**src/rtl/fpu_arbiter.sv**
```systemverilog
// Round-robin arbiter sharing one in-order FPU between NUM_REQ requesters.
// An ID FIFO tracks in-flight operations so responses are routed back to their issuer.
module fpu_arbiter #(
   parameter int NUM_REQ   = 2,
   parameter int MAX_OUTST = 4,
   parameter int OP_W      = 6,
   parameter int FLG_W     = 15
) (
   input  logic                                clk_i,
   input  logic                                rst_i,
   input  logic [NUM_REQ-1:0]                  m_req_i,
   output logic [NUM_REQ-1:0]                  m_gnt_o,
   input  logic [NUM_REQ-1:0][2:0][31:0]       m_operands_i,
   input  logic [NUM_REQ-1:0][OP_W-1:0]        m_op_i,
   input  logic [NUM_REQ-1:0][FLG_W-1:0]       m_flags_i,
   output logic [NUM_REQ-1:0]                  m_rvalid_o,
   output logic [31:0]                         m_rdata_o,
   output logic [4:0]                          m_rflags_o,
   output logic                                fpu_req_o,
   input  logic                                fpu_gnt_i,
   output logic [2:0][31:0]                    fpu_operands_o,
   output logic [OP_W-1:0]                     fpu_op_o,
   output logic [FLG_W-1:0]                    fpu_flags_o,
   input  logic                                fpu_rvalid_i,
   input  logic [31:0]                         fpu_rdata_i,
   input  logic [4:0]                          fpu_rflags_i,
   output logic [$clog2(MAX_OUTST):0]          outst_cnt_o,
   output logic                                err_spurious_o
);

   localparam int IDX_W = (NUM_REQ > 1) ? $clog2(NUM_REQ) : 1;
   localparam int PTR_W = (MAX_OUTST > 1) ? $clog2(MAX_OUTST) : 1;
   localparam int CNT_W = $clog2(MAX_OUTST) + 1;

   logic [IDX_W-1:0] rr_q, rr_d;
   logic [PTR_W-1:0] wr_ptr_q, wr_ptr_d, rd_ptr_q, rd_ptr_d;
   logic [CNT_W-1:0] cnt_q, cnt_d;
   logic             err_q, err_d;
   logic [IDX_W-1:0] mem_q [MAX_OUTST];
   logic [IDX_W-1:0] mem_d [MAX_OUTST];

   logic [IDX_W-1:0] winner_s;
   logic             any_req_s;
   logic             pop_s, full_s, hs_s, bypass_s, push_s, rsp_ok_s;
   logic [IDX_W-1:0] rsp_id_s;

   // Round-robin search: scan downward so the lowest offset from rr wins; defaults to requester 0.
   always_comb begin
      winner_s  = {IDX_W{1'b0}};
      any_req_s = |m_req_i;
      for (int i = NUM_REQ - 1; i >= 0; i--) begin
         winner_s = m_req_i[(int'(rr_q) + i) % NUM_REQ]
                    ? IDX_W'((int'(rr_q) + i) % NUM_REQ) : winner_s;
      end
   end

   // Handshake, FIFO control and response routing.
   always_comb begin
      pop_s     = fpu_rvalid_i && (cnt_q != {CNT_W{1'b0}});
      full_s    = (cnt_q == CNT_W'(MAX_OUTST)) && !pop_s;
      fpu_req_o = any_req_s && !full_s && !rst_i;
      hs_s      = fpu_req_o && fpu_gnt_i;
      // Zero-latency response consumes the ID directly, so it never enters the FIFO.
      bypass_s  = fpu_rvalid_i && (cnt_q == {CNT_W{1'b0}}) && hs_s;
      push_s    = hs_s && !bypass_s;
      rsp_id_s  = (cnt_q != {CNT_W{1'b0}}) ? mem_q[rd_ptr_q] : winner_s;
      rsp_ok_s  = (pop_s || bypass_s) && !rst_i;

      m_gnt_o              = {NUM_REQ{1'b0}};
      m_gnt_o[winner_s]    = hs_s;
      m_rvalid_o           = {NUM_REQ{1'b0}};
      m_rvalid_o[rsp_id_s] = rsp_ok_s;

      fpu_operands_o = m_operands_i[winner_s];
      fpu_op_o       = m_op_i[winner_s];
      fpu_flags_o    = m_flags_i[winner_s];
      m_rdata_o      = fpu_rvalid_i ? fpu_rdata_i  : 32'd0;
      m_rflags_o     = fpu_rvalid_i ? fpu_rflags_i : 5'd0;

      outst_cnt_o    = cnt_q;
      err_spurious_o = err_q;
   end

   // Next-state computation for pointer, counter, FIFO and error flag.
   always_comb begin
      rr_d     = hs_s ? IDX_W'((int'(winner_s) + 1) % NUM_REQ) : rr_q;
      wr_ptr_d = push_s ? wr_ptr_q + PTR_W'(1) : wr_ptr_q;
      rd_ptr_d = pop_s  ? rd_ptr_q + PTR_W'(1) : rd_ptr_q;
      cnt_d    = cnt_q + CNT_W'(push_s) - CNT_W'(pop_s);
      err_d    = err_q || (fpu_rvalid_i && (cnt_q == {CNT_W{1'b0}}) && !hs_s);
      for (int i = 0; i < MAX_OUTST; i++) begin
         mem_d[i] = (push_s && (wr_ptr_q == PTR_W'(i))) ? winner_s : mem_q[i];
      end
   end

   // State registers; reset discards all in-flight IDs.
   always_ff @(posedge clk_i or posedge rst_i) begin
      if (rst_i) begin
         rr_q     <= {IDX_W{1'b0}};
         wr_ptr_q <= {PTR_W{1'b0}};
         rd_ptr_q <= {PTR_W{1'b0}};
         cnt_q    <= {CNT_W{1'b0}};
         err_q    <= 1'b0;
         for (int i = 0; i < MAX_OUTST; i++) begin
            mem_q[i] <= {IDX_W{1'b0}};
         end
      end else begin
         rr_q     <= rr_d;
         wr_ptr_q <= wr_ptr_d;
         rd_ptr_q <= rd_ptr_d;
         cnt_q    <= cnt_d;
         err_q    <= err_d;
         for (int i = 0; i < MAX_OUTST; i++) begin
            mem_q[i] <= mem_d[i];
         end
      end
   end

endmodule

```
**config.mk**
```make
export PLATFORM = sky130hd
export DESIGN_NAME = fpu_arbiter
export DESIGN_NICKNAME = d
export VERILOG_FILES = /design/src/rtl/fpu_arbiter.sv
export SDC_FILE = /design/constraint.sdc
export NUM_CORES = 1
export LEC_CHECK = 0
export ABC_AREA = 1
export BUFFER_PORTS_ARGS = -buffer_cell sky130_fd_sc_hd__buf_4
export CORE_AREA = 4 4 170 172
export DETAILED_ROUTE_END_ITERATION = 7
export DIE_AREA = 0 0 174 176
export SYNTH_ARGS = -nofsm -noshare
export SYNTH_HDL_FRONTEND = slang
export SYNTH_SLANG_ARGS = --single-unit
```
**constraint.sdc**
```tcl
create_clock -name clk_i -period 2.52 [get_ports clk_i]
set_input_delay 0.63 -clock clk_i [delete_from_list [all_inputs] [get_ports clk_i]]
set_output_delay 0.63 -clock clk_i [all_outputs]
set_load 0.02 [all_outputs]
```
After elaboration in Yosys (flattened, before gate mapping)
Index checks and enable logic that the tools add are counted.
Operators by class
  equal/unequal tests: 4
  $add $sub $neg: 6
  magnitude comparators: 7
  bitwise operators: 4
  reduce and logical (&&, ||, !) cells: 27
  multiplexer cells: 23
Operator list (number)
  $mux W96: 2
  $mux W32: 1
  $mux W15: 2
  $logic_and A1 B1 Y1: 16
  $mux W1: 12
  $mux W6: 2
  $lt A1 B2 Y1 const B: 3
  $logic_not A1 Y1: 5
  $mux W5: 1
  $add A2 B1 Y2 const B: 2
  $and A2 B2 Y2: 2
  $eq A2 B2 Y1 const B: 2
  $add A3 B1 Y3: 1
  $eq A3 B3 Y1 const B: 1
  $ge A3 B3 Y1 const B: 1
  $logic_not A3 Y1: 1
  $lt A2 B3 Y1 const B: 1
  $not A2 Y3: 1
  $reduce_bool A3 Y1: 1
  $sub A3 B1 Y3: 1
  $add A1 B1 Y1 const B: 2
  $bmux W1 S2: 1
  $demux W1 S1: 2
  $eq A2 B1 Y1 const B: 1
  5 further kinds: 7
Word-level totals
  flip-flop bits (word level): 13
  input port bits: 277
  output and inout port bits: 163
  logic and storage cells: 80

Longest topological paths before layout
Gate-level depths: netlist (run 1).
  word-level depth: 13
  depth in mapped cells: 13

Worst setup path before layout (run 1)
Ideal clock, no wire load.
  kind: input to output
  from: input rst_i
  to: output m_rvalid_o[0]
  stages: 7
  buffers on the path: 0
  setup slack: 0.104 ns
  data required time: 1.890 ns
  data arrival time: 1.786 ns
  cells stage by stage: inv_1 > o21ai_2 > nor2_8 > nand2_4 > nand2_1 > nand2_1 > nor2_1
Between the ends
  word-level cells in the longest chain between the ends: 7
RTL lines
  from (decl): RTL line 10  | input logic rst_i,
  $logic_not A1 Y1 (no source line)
  $logic_and A1 B1 Y1: RTL line 61  | fpu_req_o = any_req_s && !full_s && !rst_i;
  net fpu_req_o: RTL line 19  | output logic fpu_req_o,
  $logic_and A1 B1 Y1: RTL line 62  | hs_s = fpu_req_o && fpu_gnt_i;
  $logic_and A1 B1 Y1: RTL line 64  | bypass_s = fpu_rvalid_i && (cnt_q == {CNT_W{1'b0}}) && hs_s;
  $logic_or A1 B1 Y1: RTL line 67  | rsp_ok_s = (pop_s || bypass_s) && !rst_i;
  $logic_and A1 B1 Y1: RTL line 67
  $and A2 B2 Y2 (no source line)
  to (decl): RTL line 16  | output logic [NUM_REQ-1:0] m_rvalid_o,
The timed path passes the listed nets, and every way through them passes these cells.

Worst setup path after layout (run 1)
  from: input m_req_i[0]
  to: output fpu_flags_o[0]
Between the ends
  word-level cells in the longest chain between the ends: 7
  elaborated cells between the ends (all ways): 9
  classes of those cells: mux (9)
RTL lines
  from (decl): RTL line 11  | input logic [NUM_REQ-1:0] m_req_i,
  $mux W1 (implied by the code) (3 in a row): RTL line 52  | winner_s = m_req_i[(int'(rr_q) + i) % NUM_REQ]
  $mux W1: RTL line 53  | ? IDX_W'((int'(rr_q) + i) % NUM_REQ) : winner_s;
  $mux W1 (*): RTL line 53
  $mux W15 (implied by the code) (*) (2 in a row): RTL line 76  | fpu_flags_o = m_flags_i[winner_s];
  to (decl): RTL line 23  | output logic [FLG_W-1:0] fpu_flags_o,
Every way passes the cells marked *; elsewhere a longest branch is shown, timed or not. The select of a mux whose other input is x is not followed.

==> impl_metrics.ini, run 1 <==
[run_status]
outcome = finished, final reports clean

[setup_path]
r2r_end = outst_cnt_o[2]$_DFF_PP0_
crit_path_end_kind = output port
crit_path_max_fanout = 17
required_ps = 1890
path_class = primary input to output port
critPathLaunchType = primary input
critPathArrivalTime_ps = 1700
r2r_start = outst_cnt_o[1]$_DFF_PP0_
regToRegSetupSlack_ps = 310
worst-r2r-cell-count = 12
crit_path_start = m_req_i[0]
crit_end = fpu_flags_o[0]

[yosys]
ys_seq_area_frac = 0.1246
synth_edf_count = 0
synthTopCellsByArea = nand2_1 61%, dfrtp_1 12%, inv_1 7.2%, buf_2 4.2%, ha_1 2.9%
ys_ff_latch = 13
ys_types = 24
synth_nets = 843
synth_ff_type = dfrtp_1
avgSynthCellArea_um2 = 4.669
synth_top_area_frac = 0.6055
yosys.area.top_type = nand2_1
synth_warnings = 0
syn_inst = 559
syn-cell-area_um2 = 2610
async_flop_share = 1.000

[placed_design]
portBuffers = 439
gp_congestion = 0.8310
dpl.hpwl_mm = 15.60
placed_area_um2 = 6384

[cells_and_area]
synthToLayoutAreaGrowth_pct = 147.6
antenna_cells = 0
seqCellArea_um2 = 325.3
multi_input_area_um2 = 1916
fillers = 3093
design_area_um2 = 6462
layout-drive-gt1-share = 0.4823
finalCoreUtilization = 0.2352
nNetsFinal = 1276

[clock_tree]
post-cts-setup-buffer-count = 0
cts.sinks = 13
cts-buffers-inserted = 3
clock_latency_ps = 250
htreeDepth = 1
clk_pin_slew_ps = 50
cts_tree = done
clockRootBuffer = clkbuf_16
cts_resized = 0
cts-hold-fix-buffers = 0
clk_path_buf_depth = 2

[floorplanning]
die_h_um = 176
core_area_um2 = 27480
die_x_um = 174
io_pins = 440
die_area_um2 = 30620
start_util = 0.09499
rows = 61

[job]
max_cap_violations = 0

[power]
p_comb_frac = 0.752
peakVddDrop_uv = 216.0
p_switching_uw = 1360
p_per_area_nw_per_um2 = 443.5
internal-power_uw = 1506
netSwitchingFraction = 0.4744
power_leakage_uw = 0.004147
power_frac_seq = 0.141
clock_power_share = 0.107

[global_routing]
grt_max_degree = 64
grt_pass1_vias = 4715
grt-ovfl-total = 0
antenna_found_initial = 1
grt_pass1_wl_mm = 24.90
grt_usage = 0.1010

[timing]
final.setup.tns_ps = 0
drv_slew = 0
min_period_ps = 2329
worstMarginPinSlew_ps = 345.0
setup_violations = 0
fin_skew_ps = 4.620
relSlewSlack = 0.7700
fin_crit_sh = 0.9242
rsz0062_at_grt = false
hold_viol_final = 0
fmax_ghz = 0.4294

[route]
num_vias = 4868
firstDrtPassIters = 5
ant_nets = 0
drc_errors = 0
wl_mm = 17.67
drt_iter0_drc = 188
viasPerCell = 3.641
wl_per_cell_um = 13.22

[worst_hold_path]
worstHoldPathType = primary input to asynchronous set/reset pin
## cells in the mapped netlist (2+ instances only)
master and count:
nor2_2 3, dfrtp_1 13, nand2_2 2, inv_2 5, buf_4 6, nand4_1 8
nor2_4 2, inv_1 50, xor2_1 3, nand2_1 421, nor2_1 7, ha_1 6
buf_2 22
## cells in the final DEF (no fill, tap or decap), types with 2 or more instances in the layout
cell and count:
nand4_1 8, nand2_2 2, nor2_1 7, dfrtp_1 13
nor2_2 3, clkbuf_16 3, buf_12 5, inv_2 4
xor2_1 3, inv_1 50, nand2_1 420, buf_4 453
ha_1 6, nor2_4 2, nand2_4 2
## flip-flops by register name (all words and copies together) (netlist names)
name	count
err_spurious_o	1
rr_q	1
rd_ptr_q	2
outst_cnt_o	3
wr_ptr_q	2
mem_q	4
## cell families after synthesis
kind of cell | count (synthesis) | share of synthesized area
AND/OR/NAND/NOR | 447 | 0.6731
buffers and inverters | 85 | 0.1443
flip-flops | 13 | 0.1246
adder cells (fa/ha/maj) | 7 | 0.03643
XOR/XNOR | 4 | 0.01343
AO/OA/AOI/OAI | 3 | 0.008149
## through the flow
stage / worst slack, ps / total power (uW) / cells / hold WS [ps]
final: 191.1 / 2866 / 1337 / 438.5
after global routing: 121.3 / 3106 / 1337 / 474.4
after CTS: 189.3 / 2902 / 1337 / 443.0
after detailed placement: 21.16 / 2584 / 1333 / 472.4
after global placement: 55.30 / 2567 / 1333 / 462.9
after floorplan: 104.1 / 1512 / 559 / 441.7
## worst min-delay path by stage
stage          slack (ps)  cells past startpoint                   end            startpoint
3_3_place_gp          460                      2  mem_q[1]$_DFFE_PP0P_  mem_q[1]$_DFFE_PP0P_
2_1_floorplan         440                      2  mem_q[2]$_DFFE_PP0P_  mem_q[2]$_DFFE_PP0P_
5_1_grt               470                      3      rr_q$_DFFE_PP0N_                 rst_i
4_1_cts               440                      3      rr_q$_DFFE_PP0N_                 rst_i
3_5_place_dp          470                      2  mem_q[2]$_DFFE_PP0P_  mem_q[2]$_DFFE_PP0P_
6_report              440                      3      rr_q$_DFFE_PP0N_                 rst_i
## worst max-delay path, stage by stage
cell     delay, ps
buf_4          120
nand2_1        100
nand2_4        110
inv_4          100
buf_12         140
buf_12         150
nand2_1         60
nand2_1        110
buf_4          160
## final cells by class
type	instances	area share
timing repair buffer	458	0.5417
tap	346	0.06699
clock buffer	4	0.01220
multi-input combinational	461	0.2964
inverter	55	0.03233
sequential	13	0.05034
## layer usage
metal / GRT usage / up-vias / share of wire
met5: 0 / - / 0
met1: 0.1147 / 2069 / 0.36
met4: 0.01848 / 0 / 0.012
li1: - / 2483 / -
met2: 0.1955 / 304 / 0.53
met3: 0.02120 / 12 / 0.094
## power groups by stage
stage                     Clock, uW  Combinational (uW)  Sequential (uW)
after floorplan                   0                1090              424
after global placement            0                2160              405
after detailed placement          0                2180              408
after CTS                       314                2180              406
after global routing            327                2360              422
final                           307                2160              404
(Power assumes the default switching activity.)
==> inputs of run 2 (changes only) <==
ABC_AREA = not set   (was 1)
CORE_AREA = 4 4 168 170   (was 4 4 170 172)
DIE_AREA = 0 0 172 174   (was 0 0 174 176)
==> run 2 against run 1 <==
  * Core utilization grew 0.45 points
  * Setup slack lost 150 ps
  * First-iteration DRC count shrank 55%
  * Worst hold slack gained 19 ps
  * Global-route usage shrank 0.57 points
  * Combinational power is essentially flat
  * Final cell count shrank 23%
  * Register-to-register slack lost 130 ps
  * Non-clock buffer count grew 5
  * Largest cell class unchanged
  * Largest power group unchanged
==> impl_metrics.ini, run 2 <==
[route]
wl_per_cell_um = 16.61
drt_iter0_drc = 84
firstDrtPassIters = 4
wl_mm = 17.09
num_vias = 3582
ant_nets = 0
drc_errors = 0
viasPerCell = 3.481

[clock_tree]
clk_path_buf_depth = 2
clock_latency_ps = 240
clk_pin_slew_ps = 50
cts-buffers-inserted = 3
cts-hold-fix-buffers = 0
clockRootBuffer = clkbuf_16
cts.sinks = 13
htreeDepth = 1
cts_tree = done

[cells_and_area]
seqCellArea_um2 = 325.3
multi_input_area_um2 = 2001
mostFrequentLayoutCells = 458 x buf_4, 69 x mux2_2, 50 x mux2_1
final_common_cell = buf_4
nNetsFinal = 973
antenna_cells = 0
largest_register_ffs = 4
layout-drive-gt1-share = 0.7922
fillers = 2907
regMostFlops = mem_q
synthToLayoutAreaGrowth_pct = 161.3
design_area_um2 = 6405

[yosys]
synth.cells.most_frequent = 71 x mux2_2, 50 x mux2_1, 38 x and2_1, 13 x dfrtp_1, 8 x inv_1
synth_ff_type = dfrtp_1
async_flop_share = 1.000
syn_inst = 239
synth_warnings = 0
ys_types = 34
synth_edf_count = 0
synthMuxAreaShare = 0.5753
synth_nets = 523
synth_adder_area_share = 0.03880
yosys.area.top_type = mux2_2
ys_ff_latch = 13
synth_top_family_by_area = multiplexers
yosysMostFrequentCell = mux2_2
avgSynthCellArea_um2 = 10.26
synth_top_area_frac = 0.3262
ys_seq_area_frac = 0.1327
synth_compound_area_frac = 0.04696
synth_xor_area_frac = 0.02450
synthTopCellsByArea = mux2_2 33%, mux2_1 23%, dfrtp_1 13%, and2_1 9.7%, ha_1 3.1%
syn-cell-area_um2 = 2451
yosys.area_share.simple = 0.1276

[power]
netSwitchingFraction = 0.4147
p_per_area_nw_per_um2 = 452.1
internal-power_uw = 1695
power_leakage_uw = 0.003227
finalPower_uw = 2895
power_frac_seq = 0.137
clock_power_share = 0.106
p_comb_frac = 0.757
peakVddDrop_uv = 435.3
p_switching_uw = 1201

[timing]
fmax_ghz = 0.4036
final.setup.tns_ps = 0
hold_viol_final = 0
setup_slack_ps = 42.32
rsz0062_at_grt = true
worstMarginPinSlew_ps = 544.2
fin_crit_sh = 0.9832
whs_ps = 457.4
drv_slew = 0
fin_skew_ps = 2.165
relSlewSlack = 0.6368
min_period_ps = 2478
setup_violations = 0

[floorplanning]
rows = 60
die_area_um2 = 29930
die_x_um = 172
core_area_um2 = 26730
start_util = 0.09171
die_h_um = 174
io_pins = 440

[global_routing]
antenna_found_initial = 1
grt-ovfl-total = 0
grt_max_degree = 46
grt_usage = 0.09536
grt_pass1_wl_mm = 22.24
use_met2 = 0.1733
grt-busiest-layer = met2
use_met1 = 0.1195
met3_usage = 0.01706
grt_pass1_vias = 3666

[worst_hold_path]
worstHoldPathType = primary input to asynchronous set/reset pin

[run_status]
outcome = finished, final reports clean

[job]
max_cap_violations = 0

[placed_design]
gp_congestion = 0.9127
dpl.hpwl_mm = 14.92
portBuffers = 439
placed_area_um2 = 6271
dp_slack_ps = 16.72

[setup_path]
required_ps = 1890
crit_path_max_fanout = 16
path_class = primary input to output port
critPathLaunchType = primary input
critPathArrivalTime_ps = 1850
crit_path_end_kind = output port
==> run 2: final cells by class <==
type	instances	share of cell area
Timing Repair Buffer	463	0.5532
Clock buffer	4	0.01231
Multi-Input combinational cell	200	0.3124
Inverter	8	0.004688
Tap cell	341	0.06661
Sequential cell	13	0.05079
==> run 2: cells by family (layout without fill, tap and decap cells) <==
kind of cell	count (synthesis)	count (layout)
fa+ha+maj	7	7
compound gates	11	11
flops	13	13
xor+xnor	6	6
mux	124	124
simple gates	52	52
buf+inv	26	475
==> run 2: critical path, cell delays in order <==
cell and delay (ps):
buf_4 120, a21boi_4 190, buf_12 180, buf_4 190, mux2_2 350, buf_4 160
==> run 2: power groups by stage <==
stage	clock network [uW]	logic [uW]	registers, uW
after detailed placement	0	2180	402
final	308	2190	397
after CTS	314	2190	399
after global placement	0	2160	396
after global routing	327	2350	414
after floorplan	0	1090	436
==> run 2: routing by layer <==
metal	wire, um	vias to the layer above
li1	-	1754
met2	8700	160
met3	1391	12
met5	7	-
met1	6878	1654
met4	110	2
==> run 2: stage by stage <==
stage	std cells	utilization
global route	1029	0.2397
floorplan	239	-
finish	1029	0.2397
detailed placement	1021	0.2346
CTS	1025	0.2376
global placement	1021	0.2346
==> run 2: final timing paths <==
| kind | endpoint | slack (ps) | startpoint | cells after the start |
|---|---|---|---|---|
| worst max register to register | outst_cnt_o[2]$_DFF_PP0_ | 180 | outst_cnt_o[0]$_DFF_PP0_ | 9 |
| worst max-delay path | fpu_operands_o[30] | 40 | m_req_i[0] | 6 |
| max in group asynchronous | err_spurious_o$_DFF_PP0_ | 1700 | rst_i | 2 |
| worst min register to register | err_spurious_o$_DFF_PP0_ | 500 | err_spurious_o$_DFF_PP0_ | 1 |
| min in group clk_i | err_spurious_o$_DFF_PP0_ | 500 | err_spurious_o$_DFF_PP0_ | 1 |
| worst min-delay path | rr_q$_DFFE_PP0N_ | 460 | rst_i | 2 |
==> run 2: what timing repair did <==
| action | 4_1_cts | 5_1_grt |
|---|---|---|
| buffers inserted | 0 | 3 |
| resized for setup | 0 | 2 |
| setup endpoints to repair | 0 | 38 |
==> inputs of run 3 (changes only) <==
CAP_MARGIN = 25   (was not set)
RECOVER_POWER = 50   (was not set)
==> run 3 against run 2 <==
  * Setup slack better by 1.2 ps
  * Global-route usage is the same
  * First-iteration DRC count down 11%
  * Largest cell class unchanged
  * Final cell count is the same
  * Combinational power down 3%
  * Critical path type unchanged
  * Sequential cell count stayed put
  * Register-to-register slack worse by 30 ps
  * Final area is 1.6% lower
  * Worst hold slack improved by 15 ps
  * Die area unchanged
  * Routed wire length hardly changed
  * Clock skew shrank 1.2 ps
==> impl_metrics.ini, run 3 (same netlist as run 2, synthesis figures left out) <==
[run_status]
outcome = finished, final reports clean

[cells_and_area]
largest_register_ffs = 4
nNetsFinal = 973
mostFrequentLayoutCells = 435 x buf_4, 69 x mux2_2, 50 x mux2_1
antenna_cells = 0
synthToLayoutAreaGrowth_pct = 157.0
seqCellArea_um2 = 325.3
fillers = 2937
layout-drive-gt1-share = 0.7573
multi_input_area_um2 = 1979
final_common_cell = buf_4
design_area_um2 = 6300
regMostFlops = mem_q

[worst_hold_path]
worstHoldPathType = primary input to asynchronous set/reset pin

[global_routing]
grt_usage = 0.09536
grt_pass1_wl_mm = 22.24
grt_pass1_vias = 3666
antenna_found_initial = 1
grt-ovfl-total = 0
grt_max_degree = 46

[timing]
worstMarginPinSlew_ps = 538.6
rsz0062_at_grt = true
whs_ps = 472.5
fmax_ghz = 0.4038
fin_skew_ps = 0.9696
final.setup.tns_ps = 0
min_period_ps = 2476
setup_violations = 0
drv_slew = 0
hold_viol_final = 0
setup_slack_ps = 43.51
relSlewSlack = 0.6406
fin_crit_sh = 0.9827

[setup_path]
critPathLaunchType = primary input
crit_path_end_kind = output port
crit_cells = 6
r2r_end = outst_cnt_o[2]$_DFF_PP0_
worst-r2r-cell-count = 9
critPathArrivalTime_ps = 1850
path_class = primary input to output port
crit_family = buffers and inverters
slowest_stage = mux2_2
r2r_start = outst_cnt_o[0]$_DFF_PP0_
regToRegSetupSlack_ps = 150
slowest_delay_ps = 350
cp_cell_sequence = buf_4, a21boi_4, buf_12, buf_12, mux2_2, buf_4
cp_num_buf_inv = 4
required_ps = 1890
crit_path_max_fanout = 20

[floorplanning]
rows = 60
start_util = 0.09171
core_area_um2 = 26730
die_area_um2 = 29930
die_x_um = 172
io_pins = 440
die_h_um = 174

[clock_tree]
clockRootBuffer = clkbuf_16
clk_path_buf_depth = 2
cts.sinks = 13
cts_tree = done
cts-buffers-inserted = 3
cts-hold-fix-buffers = 0
clk_pin_slew_ps = 50
clock_latency_ps = 240
htreeDepth = 1

[placed_design]
placed_area_um2 = 6271
dpl.hpwl_mm = 14.92
dp_slack_ps = 16.72
gp_congestion = 0.9127
portBuffers = 439

[power]
netSwitchingFraction = 0.4204
p_switching_uw = 1186
internal-power_uw = 1636
clock_power_share = 0.108
power_frac_seq = 0.140
power_leakage_uw = 0.003124
peakVddDrop_uv = 424.5
p_comb_frac = 0.751
finalPower_uw = 2822
p_per_area_nw_per_um2 = 447.9

[route]
firstDrtPassIters = 4
viasPerCell = 3.488
wl_mm = 17.09
ant_nets = 0
num_vias = 3589
drc_errors = 0
wl_per_cell_um = 16.60
drt_iter0_drc = 75

[job]
max_cap_violations = 0
-- run 3: cell count changes in the layout (fill, tap and decap cells not counted), sizes merged --
| cell | before | now |
|---|---|---|
| clkbuf | 5 | 28 |
| buf | 462 | 439 |
-- run 3: metrics by stage --
| step | utilization | cells |
|---|---|---|
| detailed placement | 0.2346 | 1021 |
| floorplan | - | 239 |
| global route | 0.2357 | 1029 |
| global placement | 0.2346 | 1021 |
| finish | 0.2357 | 1029 |
| CTS | 0.2376 | 1025 |
-- run 3: layer usage --
metal | track usage | up-vias | part of all wire | wire, um
met5 | 0 | - | 0.00064 | 11
met1 | 0.1195 | 1655 | 0.40 | 6912
met2 | 0.1733 | 164 | 0.51 | 8680
li1 | - | 1756 | - | -
met4 | 0.01245 | 2 | 0.0066 | 112
met3 | 0.01706 | 12 | 0.080 | 1370
-- run 3: area by class of cell --
cell class / count / area share
Clock buffer: 4 / 0.01251
Inverter: 8 / 0.004767
Multi-Input combinational cell: 200 / 0.3142
Sequential cell: 13 / 0.05164
Timing Repair Buffer: 463 / 0.5492
Tap cell: 341 / 0.06773
-- run 3: worst register-to-register path: stages, from the launching register on --
cell,delay [ps]
dfrtp_1,430
or3_1,440
and2_0,240
ha_1,280
inv_1,50
ha_1,120
inv_1,40
fa_1,370
xnor2_1,150
xnor2_1,130
-- run 3: worst max-delay path by stage --
stage | start | end
6_report | m_req_i[0] | fpu_operands_o[23]
5_1_grt | m_req_i[0] | fpu_op_o[2]
4_1_cts | m_req_i[0] | fpu_operands_o[46]
3_5_place_dp | m_req_i[0] | fpu_operands_o[46]
3_3_place_gp | m_req_i[0] | fpu_operands_o[24]
2_1_floorplan | rst_i | outst_cnt_o[2]$_DFF_PP0_
-- run 3: power by group through the flow --
| stage | Sequential [uW] | Combinational (uW) | Clock (uW) |
|---|---|---|---|
| 4_1_cts | 399 | 2190 | 314 |
| 6_report | 396 | 2120 | 306 |
| 3_3_place_gp | 396 | 2160 | 0 |
| 2_1_floorplan | 436 | 1090 | 0 |
| 3_5_place_dp | 402 | 2180 | 0 |
| 5_1_grt | 414 | 2270 | 327 |
-- run 3: repair_timing --
item / 4_1_cts / 5_1_grt
setup endpoints to repair: 0 / 38
setup buffers: 0 / 3
resized for setup: 0 / 2
